<file path="config.mk">
export PLATFORM = sky130hd
export DESIGN_NAME = dark_channel_win_min
export DESIGN_NICKNAME = d
export VERILOG_FILES = /design/src/rtl/dcm_pkg.sv /design/src/rtl/min_max_reduce.sv /design/src/rtl/dark_channel_win_min.sv
export SDC_FILE = /design/constraint.sdc
export NUM_CORES = 1
export LEC_CHECK = 0
export CAP_MARGIN = 20
export CORE_MARGIN = 4
export CORE_UTILIZATION = 61
export DETAILED_ROUTE_END_ITERATION = 12
export PLACE_DENSITY = 0.85
export SYNTH_ARGS = -nofsm -noshare
export SYNTH_HDL_FRONTEND = slang
export SYNTH_SLANG_ARGS = --single-unit
</file>
<file path="constraint.sdc">
create_clock -name clk -period 15.32 [get_ports clk]
set_input_delay 2.298 -clock clk [delete_from_list [all_inputs] [get_ports clk]]
set_output_delay 2.298 -clock clk [all_outputs]
set_load 0.01 [all_outputs]
</file>
<file path="src/rtl/dcm_pkg.sv">
// Shared constants, state encoding and sizing helpers for the dark-channel
// window-minimum stage.
package dcm_pkg;

  localparam int DCM_DATA_W   = 20;
  localparam int DCM_CHANNELS = 3;
  localparam int DCM_WIN      = 3;
  localparam int DCM_LINE_W   = 640;

  typedef enum logic {RUN, FLUSH} state_e;

  // Half-width of the centred window.
  function automatic int calc_r(input int win);
    return (win - 1) / 2;
  endfunction

  // Row position counter width; kept at least one bit wide.
  function automatic int calc_cw(input int line_w);
    return (line_w > 1) ? $clog2(line_w) : 1;
  endfunction

endpackage

</file>
<file path="src/rtl/min_max_reduce.sv">
// Combinational N-input unsigned min/max reducer. Masked-off inputs are ignored.
module min_max_reduce #(
  parameter int N = 3,
  parameter int W = 20
) (
  input  logic [N*W-1:0] data_i,
  input  logic [N-1:0]   valid_i,
  input  logic           mode_max_i,
  output logic [W-1:0]   result_o
);

  logic [W-1:0] best;
  logic [W-1:0] cand;

  // Start from the identity of the chosen operation so masked inputs never win.
  always_comb begin
    best = mode_max_i ? '0 : '1;
    cand = '0;
    for (int i = 0; i < N; i++) begin
      cand = data_i[i*W +: W];
      if (valid_i[i]) begin
        if (mode_max_i ? (cand > best) : (cand < best)) begin
          best = cand;
        end
      end
    end
  end

  assign result_o = best;

endmodule

</file>
<file path="src/rtl/dark_channel_win_min.sv">
// Streaming dark-channel stage: per-pixel channel minimum, then a centred,
// row-clipped sliding-window minimum. Optional max mode via DCM_MAX_MODE_EN.
module dark_channel_win_min
  import dcm_pkg::*;
#(
  parameter int DATA_W   = DCM_DATA_W,
  parameter int CHANNELS = DCM_CHANNELS,
  parameter int WIN      = DCM_WIN,
  parameter int LINE_W   = DCM_LINE_W
) (
  input  logic                       clk,
  input  logic                       rst_n,
  input  logic                       in_valid,
  output logic                       in_ready,
  input  logic [CHANNELS*DATA_W-1:0] in_data,
  output logic                       out_valid,
  input  logic                       out_ready,
  output logic [DATA_W-1:0]          out_data,
  output logic                       out_last
`ifdef DCM_MAX_MODE_EN
  ,
  input  logic                       mode_max
`endif
);

  localparam int R  = calc_r(WIN);
  localparam int CW = calc_cw(LINE_W);
  localparam logic [CW-1:0] R_X    = CW'(R);
  localparam logic [CW-1:0] LAST_X = CW'(LINE_W - 1);

  state_e            state_q, state_d;
  logic [CW-1:0]     in_x_q, in_x_d, out_x_q, out_x_d;
  logic [DATA_W-1:0] win_q [WIN];
  logic [DATA_W-1:0] win_d [WIN];
  logic [WIN-1:0]    vld_q, vld_d;
  logic              out_valid_q, out_valid_d;
  logic [DATA_W-1:0] out_data_q, out_data_d;
  logic              out_last_q, out_last_d;

  logic                  free, accept, flush_go, load, mode_cur;
  logic [DATA_W-1:0]     chan_min, win_res;
  logic [WIN*DATA_W-1:0] cand_flat;
  logic [WIN-1:0]        cand_vld;

  assign free     = !out_valid_q || out_ready;
  assign in_ready = rst_n && (state_q == RUN) && free;
  assign accept   = in_valid && in_ready;
  assign flush_go = (state_q == FLUSH) && free;
  assign load     = (accept && (in_x_q >= R_X)) || flush_go;

`ifdef DCM_MAX_MODE_EN
  logic mode_q;
  // The mode is latched on the first pixel of a row and held until the next one.
  assign mode_cur = (state_q == RUN && in_x_q == '0) ? mode_max : mode_q;
  always_ff @(posedge clk or negedge rst_n) begin
    if (!rst_n) begin
      mode_q <= 1'b0;
    end else if (accept && in_x_q == '0) begin
      mode_q <= mode_max;
    end
  end
`else
  assign mode_cur = 1'b0;
`endif

  min_max_reduce #(.N(CHANNELS), .W(DATA_W)) u_chan_reduce (
    .data_i     (in_data),
    .valid_i    ({CHANNELS{1'b1}}),
    .mode_max_i (mode_cur),
    .result_o   (chan_min)
  );

  // Buffer contents as they will be after this cycle's shift; flush shifts in a hole.
  always_comb begin
    cand_flat           = '0;
    cand_vld            = '0;
    cand_flat[DATA_W-1:0] = chan_min;
    cand_vld[0]         = (state_q == RUN);
    for (int i = 1; i < WIN; i++) begin
      cand_flat[i*DATA_W +: DATA_W] = win_q[i-1];
      cand_vld[i]                   = vld_q[i-1];
    end
  end

  min_max_reduce #(.N(WIN), .W(DATA_W)) u_win_reduce (
    .data_i     (cand_flat),
    .valid_i    (cand_vld),
    .mode_max_i (mode_cur),
    .result_o   (win_res)
  );

  always_comb begin
    state_d     = state_q;
    in_x_d      = in_x_q;
    out_x_d     = out_x_q;
    win_d       = win_q;
    vld_d       = vld_q;
    out_valid_d = out_ready ? 1'b0 : out_valid_q;
    out_data_d  = out_data_q;
    out_last_d  = out_last_q;

    if (accept || flush_go) begin
      for (int i = 0; i < WIN; i++) begin
        win_d[i] = cand_flat[i*DATA_W +: DATA_W];
      end
      vld_d = cand_vld;
    end

    if (accept) begin
      in_x_d = (in_x_q == LAST_X) ? '0 : in_x_q + 1'b1;
      if (in_x_q == LAST_X && R > 0) begin
        state_d = FLUSH;
      end
    end

    if (load) begin
      out_valid_d = 1'b1;
      out_data_d  = win_res;
      out_last_d  = (out_x_q == LAST_X);
      out_x_d     = (out_x_q == LAST_X) ? '0 : out_x_q + 1'b1;
      // Emptying the buffer here keeps this row's pixels out of the next row.
      if (flush_go && out_x_q == LAST_X) begin
        vld_d   = '0;
        state_d = RUN;
      end
    end
  end

  always_ff @(posedge clk or negedge rst_n) begin
    if (!rst_n) begin
      state_q     <= RUN;
      in_x_q      <= '0;
      out_x_q     <= '0;
      vld_q       <= '0;
      out_valid_q <= 1'b0;
      out_data_q  <= '0;
      out_last_q  <= 1'b0;
      for (int i = 0; i < WIN; i++) begin
        win_q[i] <= '0;
      end
    end else begin
      state_q     <= state_d;
      in_x_q      <= in_x_d;
      out_x_q     <= out_x_d;
      vld_q       <= vld_d;
      out_valid_q <= out_valid_d;
      out_data_q  <= out_data_d;
      out_last_q  <= out_last_d;
      win_q       <= win_d;
    end
  end

  assign out_valid = out_valid_q;
  assign out_data  = out_data_q;
  assign out_last  = out_last_q;

endmodule

</file>
* Yosys cells after proc, flatten, opt, wreduce, memory -nomap -nowiden
Index checks and enable logic that the tools add are counted.
Word-level totals: word-level logic and storage cells 52, flip-flop bits (word level) 86, bits of input ports 64, output and inout bits 23
Cells by class: magnitude comparators 7, equality and inequality tests 2, bitwise gates (word level) 1, reductions and logical operators 11, muxes and demuxes 20, add/sub/neg operators 2
Operators with widths (count):
- $mux W20 | 9
- $lt A20 B20 Y1 | 4
- $lt A20 B20 Y1 const B | 2
- $add A10 B1 Y10 const B | 2
- $eq A10 B10 Y1 const B | 2
- $mux W10 | 2
- $ge A10 B1 Y1 const B | 1
- $mux W3 | 3
- $logic_and A1 B1 Y1 | 6
- $mux W1 | 6
- $logic_or A1 B1 Y1 | 3
- $reduce_bool A2 Y1 | 1
- $logic_not A1 Y1 | 1
- $not A1 Y1 | 1

* Depth between registers and ports, before layout
Gate-level depths: netlist (run 1).
word-level depth 15, mapped depth 43, depth with buffers taken out 36

* Modules after synthesis
A second synthesis (run 1) with hierarchy kept.
Second synthesis, totals: cells, all modules 818, area, all modules 8146.6 µm²
Modules (own cells, without submodules):
- min_max_reduce | seq. area each 0.0 µm², cells an instance 278, times used 2, area an instance 2283.4 µm²
- dark_channel_win_min | seq. area each 2127.0 µm², cells an instance 262, times used 1, area an instance 3579.7 µm²

* Worst setup path after synthesis (run 1)
No wires, ideal clock.
kind input to register, from input port in_data[19], to register out_data_q[13] (netlist: out_data[13]), setup time 0.073 ns, slack 4.859 ns, stages on the path 43, arrival time 10.388 ns, cells stage by stage inv_1 > ha_1 > nand2_1 > nor4_2 > nand4_1 > o21ai_2 > buf_2 > buf_2 > mux2i_1 > ha_1 > a211oi_1 > nor2_1 > o311ai_1 > nand2_1 > nor3_1 > buf_4 > buf_4 > mux2i_1 > [... 7 more ...] > o21ai_0 > or2_1 > buf_2 > clkbuf_1 > o21ai_0 > ha_1 > a21o_1 > a21o_1 > a21o_1 > a21o_1 > a21o_1 > a21oi_1 > o311ai_2 > o31ai_2 > buf_4 > buf_8 > a21oi_2 > a21oi_2
Between the ends: longest elaborated chain between the ends 15
RTL lines:
- from (decl) | line dark_channel_win_min.sv:15 | input logic [CHANNELS*DATA_W-1:0] in_data,
- $lt A20 B20 Y1 | line min_max_reduce.sv:22 | if (mode_max_i ? (cand > best) : (cand < best)) begin
- $mux W20 * | line min_max_reduce.sv:22
- $lt A20 B20 Y1 | line min_max_reduce.sv:22
- $mux W20 * | line min_max_reduce.sv:22
- $lt A20 B20 Y1 | line min_max_reduce.sv:22
- $mux W20 * | line min_max_reduce.sv:22
- $lt A20 B20 Y1 | line min_max_reduce.sv:22
- $mux W20 * | line min_max_reduce.sv:22
- $mux W20 * | line min_max_reduce.sv:21 | if (valid_i[i]) begin
- $lt A20 B20 Y1 | line min_max_reduce.sv:22
- $mux W20 | line min_max_reduce.sv:22
- $mux W20 * | line min_max_reduce.sv:21
- $lt A20 B20 Y1 | line min_max_reduce.sv:22
- $mux W20 | line min_max_reduce.sv:22
- $mux W20 * | line min_max_reduce.sv:21
- to (signal assigned) | line dark_channel_win_min.sv:147 | out_data_q <= out_data_d;
- to (decl) | line dark_channel_win_min.sv:37 | logic [DATA_W-1:0] out_data_q, out_data_d;
Mark *: on every way between the ends. The rest lies on a longest branch, timed or not. A chain may end at the register's enable or synchronous reset.

* Worst setup path in the final report (run 1)
from input port in_data[19], to register out_data_q[19] (netlist: out_data[19])
Same word-level chain as after synthesis.

==> impl_metrics.json, run 1 <==
{
  "status": "finished clean",
  "ctsRootBufferMaster": "clkbuf_8",
  "synthFlopType": "dfrtp_1",
  "dieArea_sq_um": 12510,
  "vias_per_cell": 6.134,
  "p_per_area_nw_per_um2": 164.3,
  "cts_resized": 0,
  "synthArstFlopShare_pct": 100.0,
  "grt_use_met2_pct": 42.09,
  "cts_tree": "done",
  "cp_common_cell": "ha_1",
  "drt_pass1_iterations": 6,
  "fmax_mhz": 85.92,
  "core.rowCount": 37,
  "cts_buffers": 9,
  "drt-initial-drc-count": 481,
  "rsz0062_at_grt": "false",
  "layout-drive-gt1-share_pct": 14.29,
  "gp_congestion": 0.8917,
  "h-tree-depth": 3,
  "r2r_start": "state_q",
  "num_vias": 5557,
  "post-route-min-period_ps": 11640,
  "ff2ff_path_depth": 22,
  "mostFrequentLayoutCells": "dfrtp_1 (85), clkdlybuf4s50_1 (85), ha_1 (80)",
  "finalMaxSlewViolations": 0,
  "nNetsFinal": 909,
  "track_usage_pct": 25.08,
  "syn-cell-area_sq_um": 6579,
  "r2r_slack_ps": 9200,
  "wl_um": 15430,
  "ys_types": 62,
  "ir_drop_uv": 92.95,
  "critPathCaptureType": "register",
  "hpwl_um": 11930,
  "grt_pass1_wl_um": 26390,
  "cp-startpoint": "in_data[19]",
  "critPathBufInv": 4,
  "fp.dieW_um": 111.9,
  "cellLeakagePower_nw": 3.588,
  "grt_max_degree": 86,
  "fill_cells": 752,
  "crit_arrival_ps": 11930,
  "whs_path_depth": 1,
  "cts_setup_buffers": 0,
  "port_buffers": 86,
  "timing.final.ws_setup_ps": 3682,
  "drc": 0,
  "antenna_found_initial": 0,
  "yosys_warnings": 0,
  "critPathTopFamily": "compound AO/OA/AOI/OAI gates",
  "seq_area_frac_synth_pct": 32.33,
  "hold_viol": 0,
  "path_max_fanout": 22,
  "cts_sinks": 85,
  "ctsHoldBuffers": 0,
  "postRouteAntennaNets": 0,
  "maxCapViolations": 0,
  "worst-setup-path-type": "in -> reg",
  "core_area_sq_um": 10420,
  "insertion_delay_ps": 370,
  "io_pins": 87,
  "tns_ps": 0,
  "syn-num-nets": 833,
  "worst_pin_slew_ps": 1067,
  "use_met3_pct": 3.804,
  "relSlewSlack_pct": 28.87,
  "critical_path_depth": 38,
  "clk_path_buf_depth": 2,
  "wl_per_cell_um": 17.04,
  "critPathRequiredTime_ps": 15620,
  "finalCritPeriodShare_pct": 75.97,
  "grt_pass1_vias": 5723,
  "initial_core_util_pct": 63.16,
  "area_growth_pct": 18.39,
  "setup_viol": 0,
  "postSynthAreaPerCell_sq_um": 9.548,
  "seqCellArea_sq_um": 2127,
  "multi_input_area_sq_um": 4125,
  "synthCells": 689,
  "use_met1_pct": 32.38,
  "clkTransAtPathRegs_ps": 90,
  "grt_overflow": 0,
  "crit_end": "out_data[19]",
  "crit_slowest_cell": "o31a_1",
  "max_stage_delay_ps": 880,
  "ys_ff_latch": 85,
  "cp-start-kind": "input port",
  "die_h_um": 111.9,
  "rr_endpoint": "out_data[19]",
  "top_usage_layer": "met2",
  "diodes": 0,
  "fin_skew_ps": 8.046,
  "pre_cts_slack_ps": 3457,
  "synth_edf_count": 0,
  "min_path_type": "reg -> reg"
}
per-layer routing:
metal / vias to the layer above / part of all wire [%]
li1: 2664 / -
met1: 2689 / 44
met2: 176 / 48
met3: 28 / 5.6
met4: 0 / 2.1
met5: - / 0
logic make-up (layout without fill, tap and decap cells):
group | Yosys count | after routing | synth area share, %
multiplexers | 78 | 78 | 12.63
XOR/XNOR | 15 | 15 | 1.997
AND/OR/NAND/NOR | 184 | 184 | 13.85
flip-flops | 85 | 85 | 32.33
buffers and inverters | 76 | 157 | 5.078
AO/OA/AOI/OAI | 171 | 171 | 18.91
adder cells (fa/ha/maj) | 80 | 80 | 15.21
registers in the layout, indices dropped and copies added, names as in the netlist:
register	flops
cand_flat	40
out_x_q	10
vld_q	2
in_x_q	10
out_valid	1
out_data	20
state_q	1
out_last	1
cell usage after synthesis (all sizes together), types with 2 or more instances:
cell type	number	area share, %
dfrtp	85	32
ha	80	15
nor2	66	3.8
a21oi	62	6.0
inv	46	2.6
mux2	40	6.8
mux2i	38	5.8
o21ai	37	2.9
nand2	31	1.8
o211ai	21	3.2
or3	20	1.9
clkbuf	18	1.0
a21o	15	1.7
nand4	15	1.4
buf	12	1.4
nand3	11	0.84
xnor2	10	1.3
a211oi	9	1.0
nor3	9	0.68
and3	7	0.67
and2	6	0.61
o21a	5	0.57
xor2	5	0.67
nor4	4	0.48
a2111oi	3	0.40
nand2b	3	0.29
a221o	2	0.30
a221oi	2	0.46
nand3b	2	0.23
nor2b	2	0.19
nor3b	2	0.23
o2111ai	2	0.27
o311ai	2	0.38
o31ai	2	0.51
or2	2	0.19
cell type report:
type / instances / share of cell area, %
Clock buffer: 11 / 1.815
Inverter: 46 / 2.217
Sequential cell: 85 / 27.31
Timing Repair Buffer: 95 / 12.14
Tap cell: 136 / 2.185
Multi-Input combinational cell: 528 / 52.96
Clock inverter: 5 / 1.365
through the flow:
| stage | utilization (%) | hold WS [ps] | std cells | instance area (sq um) | total power [mW] |
|---|---|---|---|---|---|
| 2_1_floorplan | - | 460.0 | 689 | 6579 | 0.8799 |
| 3_3_place_gp | 72.13 | 465.2 | 889 | 7513 | 1.043 |
| 3_5_place_dp | 72.13 | 472.1 | 889 | 7513 | 1.075 |
| 4_1_cts | 74.51 | 492.0 | 905 | 7761 | 1.275 |
| 5_1_grt | 74.77 | 515.8 | 906 | 7789 | 1.374 |
| 6_report | 74.77 | 488.7 | 906 | 7789 | 1.279 |
how the worst min path moves through the flow:
stage	startpoint	end	slack (ps)
after floorplan	out_x_q[4]	out_x_q[4]	460
after global placement	out_last	out_last	470
final	out_last	out_last	490
after CTS	out_last	out_last	490
after global routing	in_x_q[6]	in_x_q[6]	520
after detailed placement	out_last	out_last	470
power by group:
group          internal, mW  total [mW]  switching, mW
sequential            0.310       0.400         0.0900
combinational         0.317       0.682          0.364
clock                 0.113       0.198         0.0842
No activity file was read; power rests on OpenSTA's default activity.
==> run 2: changes to the inputs <==
- CORE_UTILIZATION: 61 -> 57
- PLACE_DENSITY: 0.85 -> 0.8
- clock period: 15.32 -> 11.1 ns (I/O delays scaled with it)
==> run 2 against run 1 <==
  * Routed wire length is 0.58% higher
  * Final area up 1.2%
  * Register-to-register slack worse by 3700 ps
  * Non-clock buffer count up 1
  * Largest power group unchanged
==> impl_metrics.json, run 2 (synthesis gave the netlist of run 1 again) <==
{
  "gp_congestion": 0.9044,
  "nNetsFinal": 910,
  "hpwl_um": 12080,
  "critPathCaptureType": "register",
  "wl_per_cell_um": 17.04,
  "maxCapViolations": 0,
  "relSlewSlack_pct": 28.71,
  "dieArea_sq_um": 13320,
  "clkTransAtPathRegs_ps": 60,
  "port_buffers": 86,
  "r2r_start": "state_q",
  "hold_viol": 0,
  "layout-drive-gt1-share_pct": 15.18,
  "rr_endpoint": "out_data[0]",
  "dpl_cell_area_sq_um": 7533,
  "max_stage_delay_ps": 640,
  "io_pins": 87,
  "p_per_area_nw_per_um2": 229.4,
  "grt_pass1_wl_um": 26420,
  "wl_um": 15520,
  "insertion_delay_ps": 340,
  "highest_layer": "met4",
  "timing.final.ws_setup_ps": 728.3,
  "wl_met3_um": 900,
  "tns_ps": 0,
  "whs_endpoint": "out_last",
  "crit_arrival_ps": 10650,
  "cp_common_cell": "a21o_1",
  "fp.dieW_um": 115.4,
  "wl_met2_um": 7409,
  "crit_slowest_cell": "a2111oi_1",
  "grt_pass1_vias": 5677,
  "fin_util_pct": 71.14,
  "cts_setup_buffers": 0,
  "drt_pass1_iterations": 6,
  "ctsRootBufferMaster": "clkbuf_16",
  "post-route-min-period_ps": 10370,
  "core_area_sq_um": 11080,
  "diodes": 0,
  "grt_overflow": 0,
  "status": "finished clean",
  "ff2ff_path_depth": 23,
  "drc": 0,
  "met1_length_um": 6921,
  "whs_path_depth": 1,
  "fmax_mhz": 96.42,
  "fin_skew_ps": 4.796,
  "path_max_fanout": 20,
  "area_growth_pct": 19.80,
  "cts_sinks": 85,
  "antenna_found_initial": 0,
  "largest_reg_flops": 40,
  "fill_cells": 831,
  "ctsHoldBuffers": 0,
  "worst_pin_slew_ps": 1069,
  "postRouteAntennaNets": 0,
  "die_h_um": 115.4,
  "initial_core_util_pct": 59.39,
  "hold_start": "out_last",
  "vias_per_cell": 6.041,
  "pre_cts_slack_ps": -255.0,
  "worst-setup-path-type": "in -> reg",
  "grt_max_degree": 59,
  "drt-initial-drc-count": 483,
  "finalCritPeriodShare_pct": 93.44,
  "ir_drop_uv": 147.2,
  "finalMaxSlewViolations": 0,
  "r2r_slack_ps": 5530,
  "setup_viol": 0,
  "critPathRequiredTime_ps": 11380,
  "track_usage_pct": 24.55,
  "mostFrequentLayoutCells": "dfrtp_1 (85), clkdlybuf4s50_1 (85), ha_1 (80)",
  "cts_tree": "done",
  "power_mw": 1.808,
  "cp-start-kind": "input port",
  "cts_buffers": 9,
  "cp-startpoint": "in_data[9]",
  "cellLeakagePower_nw": 3.613,
  "fin_area_sq_um": 7881,
  "min_path_type": "reg -> reg",
  "clk_path_buf_depth": 2,
  "core.rowCount": 38,
  "num_vias": 5503,
  "h-tree-depth": 3
}
-- run 2: per-layer routing --
| metal | track usage (%) | vias up |
|---|---|---|
| li1 | - | 2672 |
| met1 | 32.47 | 2608 |
| met2 | 41.09 | 193 |
| met3 | 4.752 | 30 |
| met4 | 7.277 | 0 |
| met5 | 0 | - |
-- run 2: how the worst max path moves through the flow --
stage,to,slack (ps),depth (start not counted)
after global routing,out_data[3],-5,39
after floorplan,out_data[13],1270,43
final,out_data[0],730,38
after detailed placement,out_data[3],-250,38
after CTS,out_data[3],110,38
after global placement,out_data[8],250,37
-- run 2: through the flow --
| step | std cells | hold WS [ps] |
|---|---|---|
| 2_1_floorplan | 689 | 460.0 |
| 3_3_place_gp | 895 | 460.8 |
| 3_5_place_dp | 895 | 488.6 |
| 4_1_cts | 911 | 502.8 |
| 5_1_grt | 911 | 531.5 |
| 6_report | 911 | 496.9 |
-- run 2: layout make-up --
cell class              instances  area (sq um)  share of cell area [%]
multi-input cells             528          4175                   52.98
well taps                     140         175.2                   2.223
inverters                      46         172.7                   2.191
repair buffers                 96         940.9                   11.94
clock buffers                  14         274.0                   3.477
flip-flops and latches         85          2127                   26.99
clock inverters                 2         16.27                  0.2064
-- run 2: repair_timing --
action / in CTS / in global routing
resized for setup: 0 / 14
hold endpoints to repair: 0 / 0
endpoints found under the setup margin: 0 / 20
-- run 2: critical path: cells and delay by family --
kind                       cells  cell delay [ps]
adders and majority gates      4             1240
and+or+nand+nor                6              910
buffers and inverters          4              980
AOI/OAI and AO/OA             22             5400
muxes                          2              430
-- run 2: power by group --
group          switching [mW]  internal (mW)  total [mW]
clock                   0.118          0.171       0.289
combinational           0.511          0.456       0.967
sequential              0.123          0.429       0.552
